## config.mk

```make
export PLATFORM = sky130hd
export DESIGN_NAME = conv_result_drain
export DESIGN_NICKNAME = d
export VERILOG_FILES = /design/src/rtl/conv_result_drain_pkg.sv /design/src/rtl/drain_fifo2.sv /design/src/rtl/conv_result_drain.sv
export SDC_FILE = /design/constraint.sdc
export NUM_CORES = 1
export LEC_CHECK = 0
export CAP_MARGIN = 20
export CORE_UTILIZATION = 30
export CTS_BUF_LIST = sky130_fd_sc_hd__clkbuf_16
export DETAILED_ROUTE_END_ITERATION = 8
export PLACE_DENSITY = 0.58
export SLEW_MARGIN = 0
export SYNTH_ARGS = -nofsm -noshare
export SYNTH_HDL_FRONTEND = slang
export SYNTH_SLANG_ARGS = --single-unit
```

## constraint.sdc

```tcl
create_clock -name clk -period 9.9 [get_ports clk]
set_input_delay 1.98 -clock clk [delete_from_list [all_inputs] [get_ports clk]]
set_output_delay 1.98 -clock clk [all_outputs]
set_load 0.1 [all_outputs]
```

## src/rtl/conv_result_drain_pkg.sv

```systemverilog
// Shared constants and FSM encoding for the coprocessor result drain.
package conv_result_drain_pkg;

  localparam int unsigned DATA_WIDTH = 32;
  localparam int unsigned ADDR_WIDTH = 16;
  localparam int unsigned R_WORDS    = 50176;
  localparam int unsigned L_WORDS    = 1600;
  localparam int unsigned FIFO_DEPTH = 2;

  localparam logic BANK_R = 1'b0;
  localparam logic BANK_L = 1'b1;

  typedef enum logic [1:0] {
    StIdle  = 2'd0,
    StDrain = 2'd1,
    StFlush = 2'd2
  } drain_state_e;

endpackage

```

## src/rtl/drain_fifo2.sv

```systemverilog
// Two-entry FIFO with occupancy count; a pop frees its slot for a push in the same cycle.
module drain_fifo2 #(
  parameter int unsigned WIDTH = 34
) (
  input  logic             clk,
  input  logic             reset,
  input  logic             push,
  input  logic [WIDTH-1:0] wdata,
  input  logic             pop,
  output logic [WIDTH-1:0] rdata,
  output logic [1:0]       count
);
  import conv_result_drain_pkg::*;

  logic [WIDTH-1:0] mem_q [2];
  logic             wr_ptr_q;
  logic             rd_ptr_q;
  logic [1:0]       count_q;
  logic             do_push;
  logic             do_pop;

  assign do_pop  = pop && (count_q != 2'd0);
  assign do_push = push && ((count_q != 2'(FIFO_DEPTH)) || do_pop);
  assign rdata   = mem_q[rd_ptr_q];
  assign count   = count_q;

  always_ff @(posedge clk or posedge reset) begin
    if (reset) begin
      mem_q[0] <= '0;
      mem_q[1] <= '0;
      wr_ptr_q <= 1'b0;
      rd_ptr_q <= 1'b0;
      count_q  <= 2'd0;
    end else begin
      if (do_push) begin
        mem_q[wr_ptr_q] <= wdata;
        wr_ptr_q        <= ~wr_ptr_q;
      end
      if (do_pop) begin
        rd_ptr_q <= ~rd_ptr_q;
      end
      if (do_push && !do_pop) begin
        count_q <= count_q + 2'd1;
      end else if (do_pop && !do_push) begin
        count_q <= count_q - 2'd1;
      end
    end
  end

endmodule

```

## src/rtl/conv_result_drain.sv

```systemverilog
// Streams a whole result-RAM bank out on a valid/ready port after each finish_* rising edge.
module conv_result_drain #(
  parameter int unsigned DATA_WIDTH = conv_result_drain_pkg::DATA_WIDTH,
  parameter int unsigned ADDR_WIDTH = conv_result_drain_pkg::ADDR_WIDTH,
  parameter int unsigned R_WORDS    = conv_result_drain_pkg::R_WORDS,
  parameter int unsigned L_WORDS    = conv_result_drain_pkg::L_WORDS
) (
  input  logic                  clk,
  input  logic                  reset,
  input  logic                  finish_R,
  input  logic                  finish_L,
  output logic                  en_R,
  output logic [ADDR_WIDTH-1:0] addr_R,
  input  logic [DATA_WIDTH-1:0] dout_R,
  output logic                  en_L,
  output logic [ADDR_WIDTH-1:0] addr_L,
  input  logic [DATA_WIDTH-1:0] dout_L,
  output logic [DATA_WIDTH-1:0] m_data,
  output logic                  m_valid,
  input  logic                  m_ready,
  output logic                  m_last,
  output logic                  m_bank,
  output logic                  busy
);
  import conv_result_drain_pkg::*;

  localparam logic [ADDR_WIDTH:0] RCnt = R_WORDS[ADDR_WIDTH:0];
  localparam logic [ADDR_WIDTH:0] LCnt = L_WORDS[ADDR_WIDTH:0];

  drain_state_e        state_q;
  logic                fin_r_q, fin_l_q;
  logic                pend_r_q, pend_l_q;
  logic                cur_bank_q;
  logic [ADDR_WIDTH:0] addr_q;
  logic                push_q, push_last_q, push_bank_q;

  logic                rise_r, rise_l, start_r, start_l;
  logic [ADDR_WIDTH:0] words_cur;
  logic                pop, issue, credit_ok;
  logic [2:0]          occupancy;
  logic [1:0]          fifo_count;
  logic [DATA_WIDTH+1:0] fifo_wdata, fifo_rdata;

  assign rise_r    = finish_R && !fin_r_q;
  assign rise_l    = finish_L && !fin_l_q;
  assign start_r   = (state_q == StIdle) && pend_r_q;
  assign start_l   = (state_q == StIdle) && !pend_r_q && pend_l_q;
  assign words_cur = (cur_bank_q == BANK_L) ? LCnt : RCnt;

  assign pop       = m_valid && m_ready;
  // Credit counts the read still in flight; a beat leaving this cycle frees a slot.
  assign occupancy = {1'b0, fifo_count} + {2'b00, push_q};
  assign credit_ok = occupancy < (3'd2 + {2'b00, pop});
  assign issue     = (state_q == StDrain) && (addr_q < words_cur) && credit_ok;

  assign en_R   = issue && (cur_bank_q == BANK_R);
  assign en_L   = issue && (cur_bank_q == BANK_L);
  assign addr_R = (cur_bank_q == BANK_R) ? addr_q[ADDR_WIDTH-1:0] : '0;
  assign addr_L = (cur_bank_q == BANK_L) ? addr_q[ADDR_WIDTH-1:0] : '0;
  assign busy   = (state_q != StIdle);

  assign fifo_wdata = {push_last_q, push_bank_q, (push_bank_q == BANK_L) ? dout_L : dout_R};
  assign m_data     = fifo_rdata[DATA_WIDTH-1:0];
  assign m_bank     = fifo_rdata[DATA_WIDTH];
  assign m_last     = fifo_rdata[DATA_WIDTH+1];
  assign m_valid    = (fifo_count != 2'd0);

  always_ff @(posedge clk or posedge reset) begin
    if (reset) begin
      state_q     <= StIdle;
      fin_r_q     <= 1'b0;
      fin_l_q     <= 1'b0;
      pend_r_q    <= 1'b0;
      pend_l_q    <= 1'b0;
      cur_bank_q  <= BANK_R;
      addr_q      <= '0;
      push_q      <= 1'b0;
      push_last_q <= 1'b0;
      push_bank_q <= BANK_R;
    end else begin
      fin_r_q <= finish_R;
      fin_l_q <= finish_L;
      // A new edge wins over the clear so a request arriving at drain start is not lost.
      if (rise_r) pend_r_q <= 1'b1;
      else if (start_r) pend_r_q <= 1'b0;
      if (rise_l) pend_l_q <= 1'b1;
      else if (start_l) pend_l_q <= 1'b0;

      push_q      <= issue;
      push_last_q <= issue && (addr_q == words_cur - 1'b1);
      push_bank_q <= cur_bank_q;

      unique case (state_q)
        StIdle: begin
          if (start_r || start_l) begin
            state_q    <= StDrain;
            cur_bank_q <= start_r ? BANK_R : BANK_L;
            addr_q     <= '0;
          end
        end
        StDrain: begin
          if (issue) addr_q <= addr_q + 1'b1;
          if (addr_q == words_cur) state_q <= StFlush;
        end
        StFlush: begin
          if (pop && m_last) state_q <= StIdle;
        end
        default: state_q <= StIdle;
      endcase
    end
  end

  drain_fifo2 #(
    .WIDTH(DATA_WIDTH + 2)
  ) u_fifo (
    .clk  (clk),
    .reset(reset),
    .push (push_q),
    .wdata(fifo_wdata),
    .pop  (pop),
    .rdata(fifo_rdata),
    .count(fifo_count)
  );

endmodule

```

==> implementation parameters <==
Parameter                              Value

Synthesis
  Most common library cells after synthesis    dfrtp_1 (99), nor2_1 (48), nand2_1 (46), o21ai_0 (44), mux2_2 (39)
  Largest cells by area after synthesis    dfrtp_1 (49%), mux2_2 (8.7%), mux2i_1 (6.3%)
  Syn Area/Cell    10.1 µm²
  Warnings from Yosys    0
  Synthesized netlist cell count    499
  Part of the Yosys area used for sequential elements    49.1%
  Nets in the synthesized netlist    588
  Area fraction of the dominant cell type after synthesis    49.1%
  Post-synth EDFFs    0
  Most numerous cell in the Yosys netlist    dfrtp_1
  Leading area contributor after synthesis    dfrtp_1
  Library cells used by synthesis    44
  Cell area after technology mapping    5050 µm²
  Predominant post-synthesis flop cell    dfrtp_1
  Number of register bits inferred by synthesis    99
  Post-synth ARST share    100%

Die
  Vert. Die Dim    132 µm
  Die X    132 µm
  Starting utilization of the core area    30.5%
  Die outline area    17300 µm²
  Placeable core area    16500 µm²
  Standard-cell row count    47
  Top-level I/O count    139

Drt
  First-iteration detailed-routing DRC count    210
  Routed wl met2    6.01 mm
  Total length of routed met3 wires    846 µm
  Number of routed nets with antenna violations    0
  Average wire per standard cell    15.3 µm
  Post-Route WL    12.9 mm
  Routed metal-1 wire length    5.93 mm
  Number of vias after detailed routing    4088
  First-pass iteration count of the detailed router    4
  Remaining design rule violation count    0
  Highest routing layer actually used    met4
  Vias per inst    4.83

Placement
  Global placement routability congestion    0.795
  Placed wire-length estimate    8.80 mm
  IO buf count    138

STA
  Setup tns final    0 ps
  Final critical delay including setup and external delays    6840 ps
  RSZ-0062 raised after global routing    no
  Highest Clock Rate    0.146 GHz
  Worst hold margin    427 ps
  Worst slew margin    31.1%
  Measured slew at the worst slew-check pin    1030 ps
  Setup Skew    7.16 ps
  Final count of pins violating max slew    0
  Count of final setup violators    0
  Share of the cycle needed by the critical path after routing    69.1%
  Hold violation total from the final report    0

Clock network
  Clock tree from TritonCTS    yes
  Clock transition time at the flip-flop clock pins of the worst setup and hold paths    70 ps
  Total CTS buffers    9
  Number of post-CTS setup repair buffers    0
  Maximum clock path buffer count    2
  Cell at the root of the clock tree    clkbuf_16
  Number of buffers added to fix hold violations after cts    0
  Cts repair resizes    0
  Total clock sinks    99
  CTS H-tree depth    3
  Worst skew pair latency    350 ps

Worst setup path
  Critical Path AT    4860 ps
  Critical path fanouts, max    25
  Critical path launch point type    input pin
  Req. time, crit path    7920 ps
  CP endpoint kind    primary output
  Setup Crit Path Kind    in -> out

Global route
  Largest net degree at the start of global routing    54
  Global-route wire length before repair    21.0 mm
  GR Util All Layers    15.3%
  Sum of overflow across all layers after global routing    0
  Vias in the first global route    4218
  Antenna violations before repair    0

Final layout
  Area added between synthesis and finish    36.8%
  Core utilization of the finished layout    41.8%
  ANT cells    0
  Number of fill cells in the layout    1559
  # nets final    711
  Register Area    2480 µm²
  Area taken by multi-input logic gates    2410 µm²
  Fraction of final layout cells with drive strength greater than 1    10.4%

Outcome
  Run status    complete, no violations

Min path
  Path class of the lowest-slack min-delay path    reg -> reg

Flow run
  Max-cap violations    0
==> per-stage QoR <==
step / std cells / area, µm² / setup WS (ps)
after floorplan: 499 / 5050 / 3950
after global placement: 830 / 6620 / 3090
after detailed placement: 831 / 6640 / 3050
after CTS: 847 / 6900 / 3030
after global routing: 847 / 6900 / 2840
final: 847 / 6900 / 3060
==> layer usage <==
| metal | GRT usage (%) | up-vias |
|---|---|---|
| li1 | - | 1987 |
| met1 | 19.2 | 1948 |
| met5 | 0 | - |
| met4 | 5.30 | 0 |
| met2 | 25.6 | 142 |
| met3 | 3.70 | 11 |
==> flip-flops by register name, summed over array words and instances, names as in the netlist <==
register,cells
push_q,1
pend_r_q,1
push_bank_q,1
u_fifo.mem_q,68
u_fifo.wr_ptr_q,1
addr_q,17
pend_l_q,1
fin_r_q,1
push_last_q,1
cur_bank_q,1
fin_l_q,1
u_fifo.count,2
u_fifo.rd_ptr_q,1
state_q,2
==> area by class of cell <==
class	instances	share of cell area, %
Sequential cell	99	35.9
Multi-Input combinational cell	357	34.8
Timing Repair Buffer	142	20.6
Tap cell	220	3.99
Clock buffer	9	3.26
Inverter	13	0.743
Clock inverter	7	0.616
==> layout by cell type, fill, tap and decap left out, types with 3 or more instances in the layout <==
master           instances
and3_1                   7
nand4_1                  3
mux2_2                  39
a22o_1                   3
nor2_1                  48
nor4_1                   3
dfrtp_1                 97
or3_1                    4
buf_4                    3
nand2_1                 45
and4_1                   3
nand3_1                 11
clkbuf_16                9
o21ai_0                 44
and2_1                   8
xor2_1                   3
mux2i_1                 32
nor3_1                   7
clkdlybuf4s50_1        138
a211o_1                  4
nor2b_1                  8
inv_1                   12
a22oi_1                  3
ha_1                    20
a21o_1                   3
a21oi_1                 35
==> kinds of logic after synthesis <==
group | synth area share [%]
mux | 15.1
flops | 49.1
xor+xnor | 0.868
buf+inv | 3.42
compound gates | 11.9
fa+ha+maj | 4.96
simple gates | 14.7
==> critical path: stages <==
cell and delay, ps:
clkdlybuf4s50_1 510, o21ai_0 190, o21ai_1 230, nand4_2 530, nor2_1 250, clkdlybuf4s50_1 1160
==> path summary, 6_finish.rpt <==
path                                        start  cells after the start  slack (ps)                     to
max                                       m_ready                      6        3060                   en_R
min in group asynchronous                   reset                      2        2040      fin_l_q$_DFF_PP0_
max reg2reg                cur_bank_q$_DFFE_PP0P_                      7        6030  addr_q[4]$_DFFE_PP0P_
min reg2reg                     fin_l_q$_DFF_PP0_                      1         430   pend_l_q$_DFFE_PP0P_
min                             fin_l_q$_DFF_PP0_                      1         430   pend_l_q$_DFFE_PP0P_
max in group asynchronous                   reset                      3        6720  push_bank_q$_DFF_PP0_
Power is left out: the tool's default activity adds up to more than one toggle a clock period on the data nets, which glitch-free logic cannot reach.
